[src/rtl/abr_ram_rd_stream_if.sv]
// Valid/ready word stream carried from the RAM read sequencer to the datapath.
interface abr_ram_rd_stream_if #(
   parameter int DATA_WIDTH = 32
);
   logic [DATA_WIDTH-1:0] data;
   logic                  valid;
   logic                  ready;

   modport master (output data, output valid, input ready);
   modport slave  (input data, input valid, output ready);
endinterface

[src/rtl/abr_ram_rd_stream.sv]
// Burst read sequencer: drives a 1-cycle-latency RAM read port and streams words out via a 2-entry buffer.
// Optional feature macro: ABR_RD_STREAM_ABORT_EN (adds abort_i to cancel a burst in flight).
module abr_ram_rd_stream #(
   parameter int DEPTH      = 64,
   parameter int DATA_WIDTH = 32,
   parameter int ADDR_WIDTH = $clog2(DEPTH),
   parameter int LEN_WIDTH  = ADDR_WIDTH + 1
) (
   input  logic                  clk_i,
   input  logic                  rst_i,
   input  logic                  start_i,
   input  logic [ADDR_WIDTH-1:0] base_addr_i,
   input  logic [LEN_WIDTH-1:0]  len_i,
   output logic                  busy_o,
   output logic                  done_o,
   output logic                  ram_re_o,
   output logic [ADDR_WIDTH-1:0] ram_raddr_o,
   input  logic [DATA_WIDTH-1:0] ram_rdata_i,
`ifdef ABR_RD_STREAM_ABORT_EN
   input  logic                  abort_i,
`endif
   abr_ram_rd_stream_if.master   strm
);

   typedef enum logic [1:0] {IDLE, RUN, DONE} state_t;

   state_t                state_q, state_d;
   logic [ADDR_WIDTH-1:0] rd_ptr_q;
   logic [LEN_WIDTH-1:0]  issue_cnt_q, accept_cnt_q;
   logic                  pend_q;
   logic [DATA_WIDTH-1:0] buf_q [2];
   logic                  head_q, tail_q;
   logic [1:0]            count_q;
   logic                  pop, last_pop, abort, credit_ok;
   logic [2:0]            inflight;

`ifdef ABR_RD_STREAM_ABORT_EN
   assign abort = abort_i && (state_q != IDLE);
`else
   assign abort = 1'b0;
`endif

   assign strm.valid  = (count_q != 2'd0);
   assign strm.data   = buf_q[head_q];
   assign ram_raddr_o = rd_ptr_q;

   assign pop      = strm.valid && strm.ready;
   assign last_pop = pop && (accept_cnt_q == LEN_WIDTH'(1));

   // Buffered words plus the read in flight must fit in the buffer after this cycle's pop.
   assign inflight  = {1'b0, count_q} + {2'b00, pend_q};
   assign credit_ok = inflight < (3'd2 + {2'b00, pop});

   always_ff @(posedge clk_i or posedge rst_i) begin
      if (rst_i) state_q <= IDLE;
      else       state_q <= state_d;
   end

   always_comb begin
      state_d = state_q;
      case (state_q)
         IDLE:    if (start_i) state_d = (len_i == '0) ? DONE : RUN;
         RUN:     if (last_pop) state_d = DONE;
         DONE:    state_d = IDLE;
         default: state_d = IDLE;
      endcase
      if (abort) state_d = IDLE;
   end

   always_comb begin
      busy_o   = (state_q != IDLE);
      done_o   = (state_q == DONE);
      ram_re_o = (state_q == RUN) && (issue_cnt_q != '0) && credit_ok && !abort;
   end

   always_ff @(posedge clk_i or posedge rst_i) begin
      if (rst_i) begin
         rd_ptr_q     <= '0;
         issue_cnt_q  <= '0;
         accept_cnt_q <= '0;
         pend_q       <= 1'b0;
         buf_q[0]     <= '0;
         buf_q[1]     <= '0;
         head_q       <= 1'b0;
         tail_q       <= 1'b0;
         count_q      <= 2'd0;
      end else if (abort) begin
         // Drop everything in flight; the stale RAM response next cycle is ignored since pend is cleared.
         issue_cnt_q  <= '0;
         accept_cnt_q <= '0;
         pend_q       <= 1'b0;
         head_q       <= 1'b0;
         tail_q       <= 1'b0;
         count_q      <= 2'd0;
      end else begin
         if (state_q == IDLE && start_i) begin
            rd_ptr_q     <= base_addr_i;
            issue_cnt_q  <= len_i;
            accept_cnt_q <= len_i;
         end
         if (ram_re_o) begin
            rd_ptr_q    <= (rd_ptr_q == ADDR_WIDTH'(DEPTH - 1)) ? '0 : rd_ptr_q + 1'b1;
            issue_cnt_q <= issue_cnt_q - 1'b1;
         end
         pend_q <= ram_re_o;
         if (pend_q) begin
            buf_q[tail_q] <= ram_rdata_i;
            tail_q        <= ~tail_q;
         end
         if (pop) begin
            head_q       <= ~head_q;
            accept_cnt_q <= accept_cnt_q - 1'b1;
         end
         count_q <= count_q + {1'b0, pend_q} - {1'b0, pop};
      end
   end

endmodule

[src/flat_wrapper.sv]
// flat-port wrapper written by rule: the top's interface ports become plain ports
module abr_ram_rd_stream_flat 
#(
   parameter int DEPTH      = 64,
   parameter int DATA_WIDTH = 32,
   parameter int ADDR_WIDTH = $clog2(DEPTH),
   parameter int LEN_WIDTH  = ADDR_WIDTH + 1
)
  (clk_i, rst_i, start_i, base_addr_i, len_i, busy_o, done_o, ram_re_o, ram_raddr_o, ram_rdata_i, strm_data, strm_valid, strm_ready);
  abr_ram_rd_stream_if #(.DATA_WIDTH(DATA_WIDTH)) strm_i ();
  input  logic clk_i;
  input  logic rst_i;
  input  logic start_i;
  input  logic [ADDR_WIDTH-1:0] base_addr_i;
  input  logic [LEN_WIDTH-1:0] len_i;
  output logic busy_o;
  output logic done_o;
  output logic ram_re_o;
  output logic [ADDR_WIDTH-1:0] ram_raddr_o;
  input  logic [DATA_WIDTH-1:0] ram_rdata_i;
  output wire logic [$bits(strm_i.data)-1:0] strm_data;
  output wire logic [$bits(strm_i.valid)-1:0] strm_valid;
  input wire logic [$bits(strm_i.ready)-1:0] strm_ready;
  assign strm_data = strm_i.data;
  assign strm_valid = strm_i.valid;
  assign strm_i.ready = strm_ready;
  abr_ram_rd_stream #(.DEPTH(DEPTH), .DATA_WIDTH(DATA_WIDTH), .ADDR_WIDTH(ADDR_WIDTH), .LEN_WIDTH(LEN_WIDTH)) u_core (.clk_i(clk_i), .rst_i(rst_i), .start_i(start_i), .base_addr_i(base_addr_i), .len_i(len_i), .busy_o(busy_o), .done_o(done_o), .ram_re_o(ram_re_o), .ram_raddr_o(ram_raddr_o), .ram_rdata_i(ram_rdata_i), .strm(strm_i));
endmodule
[config.mk]
export PLATFORM = sky130hd
export DESIGN_NAME = abr_ram_rd_stream_flat
export DESIGN_NICKNAME = d
export VERILOG_FILES = /design/src/rtl/abr_ram_rd_stream_if.sv /design/src/rtl/abr_ram_rd_stream.sv /design/src/flat_wrapper.sv
export SDC_FILE = /design/constraint.sdc
export NUM_CORES = 1
export LEC_CHECK = 0
export CAP_MARGIN = 20
export CORE_ASPECT_RATIO = 1.2
export CORE_MARGIN = 2
export CORE_UTILIZATION = 40
export CTS_CLUSTER_SIZE = 14
export DETAILED_ROUTE_END_ITERATION = 10
export PLACE_DENSITY = 0.74
export SYNTH_ARGS = -nofsm -noshare
export SYNTH_HDL_FRONTEND = slang
export SYNTH_SLANG_ARGS = --single-unit
[constraint.sdc]
create_clock -name clk_i -period 2.5 [get_ports clk_i]
set_clock_uncertainty 0.1 [all_clocks]
set_input_delay 0.25 -clock clk_i [delete_from_list [all_inputs] [get_ports clk_i]]
set_output_delay 0.25 -clock clk_i [all_outputs]
set_load 0.02 [all_outputs]
==> out/results.md, run 1 <==
- run status: completed
- Post-synth ARST share: 1.000
- met2 wire length: 4.806 mm
- Yosys reg bits: 91
- total power per unit cell area: 1500 nW/um^2
- unrepaired setup endpoints after global routing: no
- number of nets at the end of the flow: 507
- total length of routed wires: 9.564 mm
- fraction of final layout cells with drive strength greater than 1: 0.2819
- post-detailed-route count of antenna-violating nets: 0
- total core area: 10620 um^2
- Post-synth EDFFs: 0
- highest fanout seen on the critical path: 5
- Clock H-tree levels: 3
- Slew Limit Headroom: 0.4039
- net switching share of the total power: 0.3721
- port bufs: 90
- clock-pin slew on the worst setup and hold paths: 0.06 ns
- number of clock buffers inserted by TritonCTS: 9
- simple-gate share of the synthesized area: 0.08584
- sink count of the clock tree: 91
- initial cell density of the core: 0.4145
- setup violators final: 0
- cell row count: 41
- vias in the first global route: 3419
- number of standard cells in the layout, taps in and fillers out: 583
- Die Span X: 99.76 um
- Yosys warnings: 0
- post-synth top area cell: sky130_fd_sc_hd__dfrtp_1
- Post-Synthesis Mean Instance Area: 12.43 um^2
- Max VDD drop: 1.471 mV
- class of the tightest hold or removal check: input pin to asynchronous set/reset pin
- Post-Synthesis Cell Area: 4402 um^2
- sequential element share of the synthesized area: 0.5173
- Data required, critical path: 2.15 ns
- kind of critical path: register to output pin
- Final period util: 0.9159
- sequential fraction of design power: 0.313
- pin slew with the least headroom to its limit: 0.8941 ns
- post-route setup TNS: 0 ns
- Internal Pwr Total: 0.005440 W
- Die Y-Extent: 118.9 um
- routed wire length per instance: 16.40 um
- utilization of the core after routing: 0.5440
- total routing resource utilization after global routing: 0.1690
- max-cap violation count: 0
- gpl congestion: 0.8202
- maximum number of pins on one net before global-route repair: 92
- Total Power: 0.008664 W
- Area growth syn-to-layout: 31.24%
- count of filler cells inserted in the layout: 919
- nets in the synthesized netlist: 412
- power spent charging and discharging nets: 0.003224 W
- routed wire length on met3: 554 um
- share of the synthesized netlist area taken by xor and xnor gates: 0.007959
- global-route wire length before repair: 16.10 mm
- multi-input gate area in the final layout: 1998 um^2
- portion of total power attributed to the clock network: 0.143
- total DRC errors in the routed layout: 0
- Crit path arrival time: 1.94 ns
- Combinational Power Share: 0.544
- Yosys top cell area share: 0.5173
- detailed-routing wirelength on met1: 4.116 mm
- startpoint class of the critical path: register
- main combinational cell family by area after synthesis: multiplexers
- half-perimeter wire length of the detailed placement result: 6.389 mm
- fmax: 436.8 MHz
- via-per-instance ratio: 5.504
- post-synthesis adder-cell area fraction: 0.02558
- cell count after synthesis: 354
- top layer reached by signal wires: met4
- Final Hold Viols: 0
- number of antenna violations at the first check in global routing: 0
- proportion of synthesized area in mux cells: 0.2524
- clock period minus worst slack: 2.290 ns
- Max Transition Viols Final: 0
- capturing element type of the critical path: output pin
- total vias in the final route: 3209
- clock tree from TritonCTS: yes
- # placed instances: 567
- violation count after the first detailed-route iteration: 90
- insertion delay of the later-clocked pin in the worst-skew pair: 0.33 ns
- clk buf depth: 2
- sum of overflow across all layers after global routing: 0
- most used flip-flop cell after synthesis: sky130_fd_sc_hd__dfrtp_1
- number of unique standard cell types used by synthesis: 47
- IO Count: 91
- final hold slack: 0.3050 ns
- area fraction in compound gates after synthesis: 0.08158
- die area: 11860 um^2
- sequential cell area: 2277 um^2
- dominant cells by area after synthesis: sky130_fd_sc_hd__dfrtp_1 (52%), sky130_fd_sc_hd__mux2_2 (24%), sky130_fd_sc_hd__ha_1 (2.6%)
- library cell used as clock root buffer: sky130_fd_sc_hd__clkbuf_16
- TritonRoute pass-1 iters: 4
- number of inserted diodes: 0
- static leakage power: 2.401 nW
## layout make-up
class                           instances  area share
Sequential cell                        91      0.3942
Multi-Input combinational cell        232      0.3459
Timing Repair Buffer                  102      0.1757
Clock buffer                           12     0.04267
Tap cell                              129     0.02794
Inverter                               13    0.009097
Clock inverter                          4    0.004548
## flip-flops by register name, indices dropped and copies added, names as in the netlist
signal and count:
u_core.pend_q 1, u_core.count_q 2, u_core.issue_cnt_q 7, u_core.tail_q 1, u_core.head_q 1, u_core.accept_cnt_q 7, u_core.buf_q 64, u_core.state_q 2
u_core.ram_raddr_o 6
## synthesized netlist by cell type (3+ instances only)
cell / n
sky130_fd_sc_hd__xnor2_1: 3
sky130_fd_sc_hd__nand2b_1: 3
sky130_fd_sc_hd__dfrtp_1: 91
sky130_fd_sc_hd__o211ai_1: 4
sky130_fd_sc_hd__inv_1: 12
sky130_fd_sc_hd__a22oi_1: 4
sky130_fd_sc_hd__a21oi_1: 8
sky130_fd_sc_hd__nor2_1: 13
sky130_fd_sc_hd__nor3b_1: 4
sky130_fd_sc_hd__buf_2: 7
sky130_fd_sc_hd__mux2_2: 94
sky130_fd_sc_hd__mux2i_1: 3
sky130_fd_sc_hd__nor4_1: 5
sky130_fd_sc_hd__buf_1: 3
sky130_fd_sc_hd__clkbuf_1: 7
sky130_fd_sc_hd__and4_1: 3
sky130_fd_sc_hd__a211oi_1: 6
sky130_fd_sc_hd__o31ai_1: 3
sky130_fd_sc_hd__nor3_1: 5
sky130_fd_sc_hd__nand2_1: 14
sky130_fd_sc_hd__o21ai_0: 11
sky130_fd_sc_hd__nand3_1: 4
sky130_fd_sc_hd__ha_1: 9
sky130_fd_sc_hd__a211o_1: 4
sky130_fd_sc_hd__nand4_1: 4
## placed cells by master, fill, tap and decap left out, types with 4 or more instances in the layout
master,Yosys,final
sky130_fd_sc_hd__nor3_1,5,5
sky130_fd_sc_hd__buf_4,1,10
sky130_fd_sc_hd__a211oi_1,6,6
sky130_fd_sc_hd__nor3b_1,4,4
sky130_fd_sc_hd__nor4_1,5,5
sky130_fd_sc_hd__a211o_1,4,4
sky130_fd_sc_hd__clkbuf_16,0,9
sky130_fd_sc_hd__nand4_1,4,4
sky130_fd_sc_hd__dfrtp_1,91,91
sky130_fd_sc_hd__nand3_1,4,4
sky130_fd_sc_hd__nand2_1,14,14
sky130_fd_sc_hd__a22oi_1,4,4
sky130_fd_sc_hd__o211ai_1,4,4
sky130_fd_sc_hd__a21oi_1,8,8
sky130_fd_sc_hd__mux2_2,94,94
sky130_fd_sc_hd__nor2_1,13,13
sky130_fd_sc_hd__ha_1,9,9
sky130_fd_sc_hd__clkdlybuf4s50_1,0,89
sky130_fd_sc_hd__o21ai_0,11,11
sky130_fd_sc_hd__inv_1,12,11
## kinds of logic (layout without fill, tap and decap cells)
family | Yosys count | count (layout)
mux | 99 | 99
simple gates | 68 | 68
xor+xnor | 4 | 4
buf+inv | 31 | 131
flops | 91 | 91
compound gates | 52 | 52
fa+ha+maj | 9 | 9
## through the flow
stage	setup WS, ns	area (um^2)
3_3_place_gp	0.2941	5505
5_1_grt	0.08472	5777
6_report	0.2104	5777
2_1_floorplan	0.4292	4405
4_1_cts	0.1810	5777
3_5_place_dp	0.2783	5505
## final timing paths
check                                 startpoint                endpoint  cells after the start  slack (ns)
worst max-delay path               u_core.pend_q                ram_re_o                      5        0.21
worst min-delay path                       rst_i   u_core.ram_raddr_o[2]                      3        0.31
worst max register to register     u_core.pend_q   u_core.issue_cnt_q[3]                      6        0.42
worst min register to register  u_core.buf_q[48]        u_core.buf_q[48]                      1        0.40
max in group asynchronous                  rst_i  u_core.accept_cnt_q[6]                      3        1.61
min in group clk_i              u_core.buf_q[48]        u_core.buf_q[48]                      1        0.40
## power by group through the flow
| stage | Sequential, W | Combinational, W | Clock, W |
|---|---|---|---|
| final | 0.00271 | 0.00471 | 0.00124 |
| after global routing | 0.00282 | 0.00508 | 0.00136 |
| after CTS | 0.00271 | 0.00476 | 0.00128 |
| after detailed placement | 0.00273 | 0.00476 | 0 |
| after global placement | 0.00267 | 0.00467 | 0 |
| after floorplan | 0.00264 | 0.00308 | 0 |
## layer usage
layer,up-vias,GRT usage
met5,-,0
met4,0,0.06421
met3,10,0.03697
met2,107,0.2897
met1,1603,0.2065
li1,1489,-
## worst max-delay path: stages, from the launching register on
cell                            delay [ns]
sky130_fd_sc_hd__dfrtp_1              0.44
sky130_fd_sc_hd__ha_1                 0.21
sky130_fd_sc_hd__ha_1                 0.19
sky130_fd_sc_hd__a311o_1              0.29
sky130_fd_sc_hd__nor2_1               0.14
sky130_fd_sc_hd__dlygate4sd2_1        0.35
## timing repair
action,in CTS,in global routing
endpoints found under the setup margin,1,0
gates resized for setup,1,0
setup buffers,0,0
hold endpoints to repair,0,0
hold buffers,0,0
(Power assumes the default switching activity.)
==> run 2, diff against run 1 <==
--- a/config.mk
+++ b/config.mk
@@ -11,6 +11,7 @@
 export CORE_UTILIZATION = 40
 export CTS_CLUSTER_SIZE = 14
 export DETAILED_ROUTE_END_ITERATION = 10
+export GPL_TIMING_DRIVEN = 0
 export PLACE_DENSITY = 0.74
 export SYNTH_ARGS = -nofsm -noshare
 export SYNTH_HDL_FRONTEND = slang
==> run 2 against run 1 <==
Effect of this change: setup slack got worse by 0.13 ns; sequential power about the same; first-iteration DRC count decreased by 6.7%; final area increased by 1.1%; clock power increased by 9.7%; sequential share of layout area decreased by 0.39 points; die area unchanged; critical path depth increased by 1; utilization increased by 0.58 points; count of clock-buffer cells in the layout decreased by 2; hold slack got worse by 0.099 ns; fmax decreased by 5.3%; largest cell class unchanged.
==> out/results.md, run 2 (same netlist as run 1, synthesis figures left out) <==
- Max Transition Viols Final: 0, unchanged
- Final period util: 0.9666, was 0.9159
- clock period minus worst slack: 2.417 ns, was 2.290 ns
- unrepaired setup endpoints after global routing: no, unchanged
- most common cell after layout, fill and taps aside: sky130_fd_sc_hd__mux2_2, unchanged
- register bank with the most flops: u_core.buf_q, unchanged
- kind of critical path: register to output pin, unchanged
- highest fanout seen on the critical path: 10, was 5
- utilization of the core after routing: 0.5498, was 0.5440
- class of the tightest hold or removal check: input pin to asynchronous set/reset pin, unchanged
- clock-pin slew on the worst setup and hold paths: 0.06 ns, about the same
- sink count of the clock tree: 91, unchanged
- count of filler cells inserted in the layout: 907, was 919
- port bufs: 90, unchanged
- library cell used as clock root buffer: sky130_fd_sc_hd__clkbuf_16, unchanged
- setup violators final: 0, unchanged
- total core area: 10620 um^2, unchanged
- total vias in the final route: 3228, was 3209
- Max VDD drop: 0.6431 mV, was 1.471 mV
- post-detailed-route count of antenna-violating nets: 0, unchanged
- total length of routed wires: 9.672 mm, was 9.564 mm
- largest registers ranked by flip-flop count: u_core.buf_q x64, u_core.accept_cnt_q x7, u_core.issue_cnt_q x7, unchanged
- power spent charging and discharging nets: 0.003283 W, was 0.003224 W
- Combinational Power Share: 0.535, was 0.544
- global-route wire length before repair: 15.98 mm, was 16.10 mm
- routed wire length per instance: 16.34 um, was 16.40 um
- half-perimeter wire length of the detailed placement result: 7.093 mm, was 6.389 mm
- via-per-instance ratio: 5.453, was 5.504
- cell row count: 41, unchanged
- IO Count: 91, unchanged
- pre-CTS setup slack: -0.3645 ns, was 0.2783 ns
- Internal Pwr Total: 0.005510 W, was 0.005440 W
- vias in the first global route: 3335, was 3419
- total routing resource utilization after global routing: 0.1676, was 0.1690
- Slew Limit Headroom: 0.5130, was 0.4039
- startpoint class of the critical path: register, unchanged
- TritonRoute pass-1 iters: 5, was 4
- total power per unit cell area: 1506 nW/um^2, was 1500 nW/um^2
- violation count after the first detailed-route iteration: 84, was 90
- maximum number of pins on one net before global-route repair: 40, was 92
- number of inserted diodes: 0, unchanged
- static leakage power: 2.433 nW, was 2.401 nW
- pin slew with the least headroom to its limit: 0.7272 ns, was 0.8941 ns
- die area: 11860 um^2, unchanged
- fmax: 413.8 MHz, was 436.8 MHz
- insertion delay of the later-clocked pin in the worst-skew pair: 0.33 ns, about the same
- total DRC errors in the routed layout: 0, unchanged
- Data required, critical path: 2.15 ns, about the same
- Area growth syn-to-layout: 32.63%, was 31.24%
- gpl congestion: 0.8476, was 0.8202
- max-cap violation count: 0, unchanged
- final instance area: 5838 um^2, was 5777 um^2
- clock tree from TritonCTS: yes, unchanged
- Setup WS post-layout: 0.08340 ns, was 0.2104 ns
- sum of overflow across all layers after global routing: 0, unchanged
- Crit path arrival time: 2.07 ns, was 1.94 ns
- Clock H-tree levels: 3, unchanged
- initial cell density of the core: 0.4145, unchanged
- fraction of final layout cells with drive strength greater than 1: 0.2916, was 0.2819
- net switching share of the total power: 0.3733, was 0.3721
- Die Span X: 99.76 um, unchanged
- portion of total power attributed to the clock network: 0.155, was 0.143
- Die Y-Extent: 118.9 um, unchanged
- number of nets at the end of the flow: 516, was 507
- number of antenna violations at the first check in global routing: 0, unchanged
- sequential fraction of design power: 0.310, was 0.313
- run status: completed, unchanged
- commonest cells after routing, fill and taps aside: sky130_fd_sc_hd__mux2_2 (94), sky130_fd_sc_hd__dfrtp_1 (90), sky130_fd_sc_hd__clkdlybuf4s50_1 (89), was sky130_fd_sc_hd__mux2_2 (94), sky130_fd_sc_hd__dfrtp_1 (91), sky130_fd_sc_hd__clkdlybuf4s50_1 (89)
- flip-flop count of the largest register, all copies and words added: 64, unchanged
- capturing element type of the critical path: output pin, unchanged
- clk buf depth: 2, unchanged
- number of clock buffers inserted by TritonCTS: 9, unchanged
- Final Hold Viols: 0, unchanged
- dpl cell area: 5508 um^2, was 5505 um^2
run 2: cell types whose count changed in the layout (fill, tap and decap cells not counted), moves of 2 or more:
cell                       change
sky130_fd_sc_hd__buf_2         +7
sky130_fd_sc_hd__buf_1         +3
sky130_fd_sc_hd__buf_4         -6
sky130_fd_sc_hd__clkbuf_4      +3
sky130_fd_sc_hd__inv_6         +2
run 2: timing repair:
action | CTS | global route
hold buffers | 0 | 0
pin swaps | 0 | 2
hold endpoints to repair | 0 | 0
gates resized for setup | 12 | 2
setup buffers | 0 | 2
setup endpoints to repair | 30 | 1
run 2: metal layers:
metal  wire length (um)  part of all wire  vias to the layer above  global-route usage
met4                 93            0.0096                        0             0.04195
met5                  0                 0                        -                   0
met3                423             0.044                        7             0.03638
li1                   -                 -                     1513                   -
met2               4955              0.51                       83              0.2948
met1               4199              0.43                     1625              0.2080
run 2: power by group through the flow:
stage                     clock network (W)  logic, W  registers (W)
after CTS                           0.00140   0.00470        0.00272
after floorplan                           0   0.00308        0.00264
after detailed placement                  0   0.00469        0.00273
after global placement                    0   0.00459        0.00266
after global routing                0.00147   0.00506        0.00283
final                               0.00136   0.00471        0.00272
run 2: metrics by stage:
stage | power (W) | TNS [ns] | hold WS [ns] | instances
after CTS | 0.008824 | 0 | 0.2101 | 590
after global routing | 0.009359 | 0 | 0.2472 | 592
final | 0.008793 | 0 | 0.2059 | 592
after global placement | 0.007248 | -0.3601 | 0.3694 | 573
after detailed placement | 0.007412 | -0.3645 | 0.3807 | 575
after floorplan | 0.005724 | 0 | 0.2769 | 354
run 2: final cells by class:
class                           instances  area (um^2)  area share
Tap cell                              129        161.4     0.02765
Timing Repair Buffer                   94        953.4      0.1633
Inverter                               13        52.55    0.009001
Clock inverter                          6        62.56     0.01072
Multi-Input combinational cell        232         2003      0.3431
Sequential cell                        91         2278      0.3903
Buffer                                 17        87.58     0.01500
Clock buffer                           10        239.0     0.04093
run 2: path summary, 6_finish.rpt:
check | endpoint | cells past startpoint | start | slack, ns
hold / removal | u_core.buf_q[0] | 2 | rst_i | 0.21
max in group asynchronous | u_core.buf_q[53] | 3 | rst_i | 1.54
min in group clk_i | u_core.tail_q | 1 | u_core.tail_q | 0.39
setup reg to reg | u_core.count_q[1] | 8 | u_core.count_q[1] | 0.32
setup / recovery | ram_re_o | 6 | u_core.pend_q | 0.08
hold reg to reg | u_core.tail_q | 1 | u_core.tail_q | 0.39
run 2: critical path, stage by stage, from the launching register on:
cell	delay, ns
sky130_fd_sc_hd__dfrtp_2	0.44
sky130_fd_sc_hd__ha_1	0.19
sky130_fd_sc_hd__ha_1	0.20
sky130_fd_sc_hd__a311o_1	0.38
sky130_fd_sc_hd__buf_4	0.20
sky130_fd_sc_hd__nor2_4	0.16
sky130_fd_sc_hd__buf_4	0.17
==> run 3, diff against run 2 <==
--- a/config.mk
+++ b/config.mk
@@ -13,6 +13,8 @@
 export DETAILED_ROUTE_END_ITERATION = 10
 export GPL_TIMING_DRIVEN = 0
 export PLACE_DENSITY = 0.74
+export SKIP_CTS_REPAIR_TIMING = 1
+export SLEW_MARGIN = 20
 export SYNTH_ARGS = -nofsm -noshare
 export SYNTH_HDL_FRONTEND = slang
 export SYNTH_SLANG_ARGS = --single-unit
==> run 3 against run 2 <==
Effect of this change: final area is 0.51% higher; power is 1.4% higher; non-clock buffer count stayed put; clock power is 7% higher; global-route usage is 0.32 points higher; register-to-register slack worse by 0.02 ns; sequential share of layout area is 0.18 points lower; sequential power hardly changed; fmax is 0.92% higher; die area stayed put; setup slack better by 0.022 ns; critical endpoint unchanged.
==> out/results.md, run 3 (same netlist as run 1, synthesis figures left out) <==
- run status: completed, unchanged
- vias in the first global route: 3381, was 3335
- final hold slack: 0.2274 ns, was 0.2059 ns
- capturing element type of the critical path: output pin, unchanged
- unrepaired setup endpoints after global routing: no, unchanged
- pin slew with the least headroom to its limit: 0.7188 ns, was 0.7272 ns
- Area growth syn-to-layout: 33.31%, was 32.63%
- register bank with the most flops: u_core.buf_q, unchanged
- highest fanout seen on the critical path: 10, unchanged
- cell at the slowest stage of the critical path: sky130_fd_sc_hd__dfrtp_2, unchanged
- Slew Limit Headroom: 0.5187, was 0.5130
- total length of routed wires: 9.750 mm, was 9.672 mm
- startpoint class of the critical path: register, unchanged
- setup violators final: 0, unchanged
- Setup WS post-layout: 0.1053 ns, was 0.08340 ns
- cells traversed along the worst timing path: ha_1 -> ha_1 -> a311o_1 -> buf_4 -> nor2_4 -> buf_6, was ha_1 -> ha_1 -> a311o_1 -> buf_4 -> nor2_4 -> buf_4
- Max Transition Viols Final: 0, unchanged
- Die Span X: 99.76 um, unchanged
- number of clock buffers inserted by TritonCTS: 9, unchanged
- commonest cells after routing, fill and taps aside: sky130_fd_sc_hd__mux2_2 (94), sky130_fd_sc_hd__clkdlybuf4s50_1 (89), sky130_fd_sc_hd__dfrtp_1 (89), was sky130_fd_sc_hd__mux2_2 (94), sky130_fd_sc_hd__dfrtp_1 (90), sky130_fd_sc_hd__clkdlybuf4s50_1 (89)
- max-cap violation count: 0, unchanged
- post-detailed-route count of antenna-violating nets: 0, unchanged
- number of antenna violations at the first check in global routing: 0, unchanged
- most common cell after layout, fill and taps aside: sky130_fd_sc_hd__mux2_2, unchanged
- fraction of final layout cells with drive strength greater than 1: 0.2937, was 0.2916
- static leakage power: 2.443 nW, was 2.433 nW
- maximum number of pins on one net before global-route repair: 37, was 40
- clk buf depth: 2, unchanged
- largest registers ranked by flip-flop count: u_core.buf_q x64, u_core.accept_cnt_q x7, u_core.issue_cnt_q x7, unchanged
- number of nets at the end of the flow: 516, unchanged
- Final Hold Viols: 0, unchanged
- flip-flop count of the largest register, all copies and words added: 64, unchanged
- total power per unit cell area: 1519 nW/um^2, was 1506 nW/um^2
- initial cell density of the core: 0.4145, unchanged
- violation count after the first detailed-route iteration: 102, was 84
- via-per-instance ratio: 5.431, was 5.453
- Total Power: 0.008912 W, was 0.008793 W
- Max VDD drop: 0.6780 mV, was 0.6431 mV
- number of buffers and inverters on the critical path: 2, unchanged
- fmax: 417.6 MHz, was 413.8 MHz
- global-route wire length before repair: 16.15 mm, was 15.98 mm
- CP max stage delay: 0.44 ns, about the same
- utilization of the core after routing: 0.5526, was 0.5498
- total core area: 10620 um^2, unchanged
- sink count of the clock tree: 91, unchanged
- cell row count: 41, unchanged
- gpl congestion: 0.8476, unchanged
- dpl cell area: 5508 um^2, unchanged
- pre-CTS setup slack: -0.3562 ns, was -0.3645 ns
- total vias in the final route: 3215, was 3228
- sum of overflow across all layers after global routing: 0, unchanged
- number of inserted diodes: 0, unchanged
- Crit path top cell by count: sky130_fd_sc_hd__ha_1
- class of the tightest hold or removal check: input pin to asynchronous set/reset pin, unchanged
- Final period util: 0.9579, was 0.9666
- total routing resource utilization after global routing: 0.1708, was 0.1676
- routed wire length per instance: 16.47 um, was 16.34 um
- Die Y-Extent: 118.9 um, unchanged
- crit-path leading delay family: flip-flops, unchanged
- port bufs: 90, unchanged
- library cell used as clock root buffer: sky130_fd_sc_hd__clkbuf_16, unchanged
- Clock H-tree levels: 3, unchanged
- kind of critical path: register to output pin, unchanged
- TritonRoute pass-1 iters: 4, was 5
- insertion delay of the later-clocked pin in the worst-skew pair: 0.33 ns, about the same
- clock tree from TritonCTS: yes, unchanged
- die area: 11860 um^2, unchanged
- IO Count: 91, unchanged
- total DRC errors in the routed layout: 0, unchanged
- clock-pin slew on the worst setup and hold paths: 0.06 ns, about the same
- final instance area: 5868 um^2, was 5838 um^2
- Data required, critical path: 2.15 ns, about the same
- half-perimeter wire length of the detailed placement result: 7.113 mm, was 7.093 mm
- Crit path arrival time: 2.04 ns, was 2.07 ns
- clock period minus worst slack: 2.395 ns, was 2.417 ns
## run 3: per-layer routing
layer	GRT usage	share of wire	up-vias
li1	-	-	1506
met1	0.2052	0.42	1589
met2	0.3015	0.51	102
met3	0.03697	0.052	18
met4	0.05565	0.017	0
met5	0	0	-
## run 3: worst paths after layout
kind                                      to              start  depth (start not counted)  slack (ns)
hold / removal               u_core.buf_q[0]              rst_i                          2        0.23
hold reg to reg                u_core.tail_q      u_core.tail_q                          1        0.39
setup / recovery                    ram_re_o      u_core.pend_q                          6        0.11
max in group asynchronous   u_core.buf_q[53]              rst_i                          3        1.50
setup reg to reg           u_core.count_q[1]  u_core.count_q[1]                          8        0.30
min in group clk_i             u_core.tail_q      u_core.tail_q                          1        0.39
## run 3: cell type report
class | count | area [um^2]
flip-flops and latches | 91 | 2280
repair buffers | 94 | 957.2
multi-input cells | 232 | 2003
fillers | 916 | 4751
well taps | 129 | 161.4
clock buffers | 10 | 239.0
plain buffers | 17 | 87.58
inverters | 13 | 52.55
clock inverters | 6 | 87.58
## run 3: per-stage QoR
| stage | cells | setup TNS [ns] |
|---|---|---|
| after floorplan | 354 | 0 |
| after global placement | 573 | -0.3601 |
| after detailed placement | 575 | -0.3562 |
| after CTS | 591 | -9.786 |
| after global routing | 592 | 0 |
| final | 592 | 0 |
## run 3: power by group
| group | internal (W) | switching (W) | total, W |
|---|---|---|---|
| Sequential | 0.00224 | 0.000486 | 0.00273 |
| Clock | 0.000905 | 0.000554 | 0.00146 |
| Combinational | 0.00248 | 0.00225 | 0.00473 |
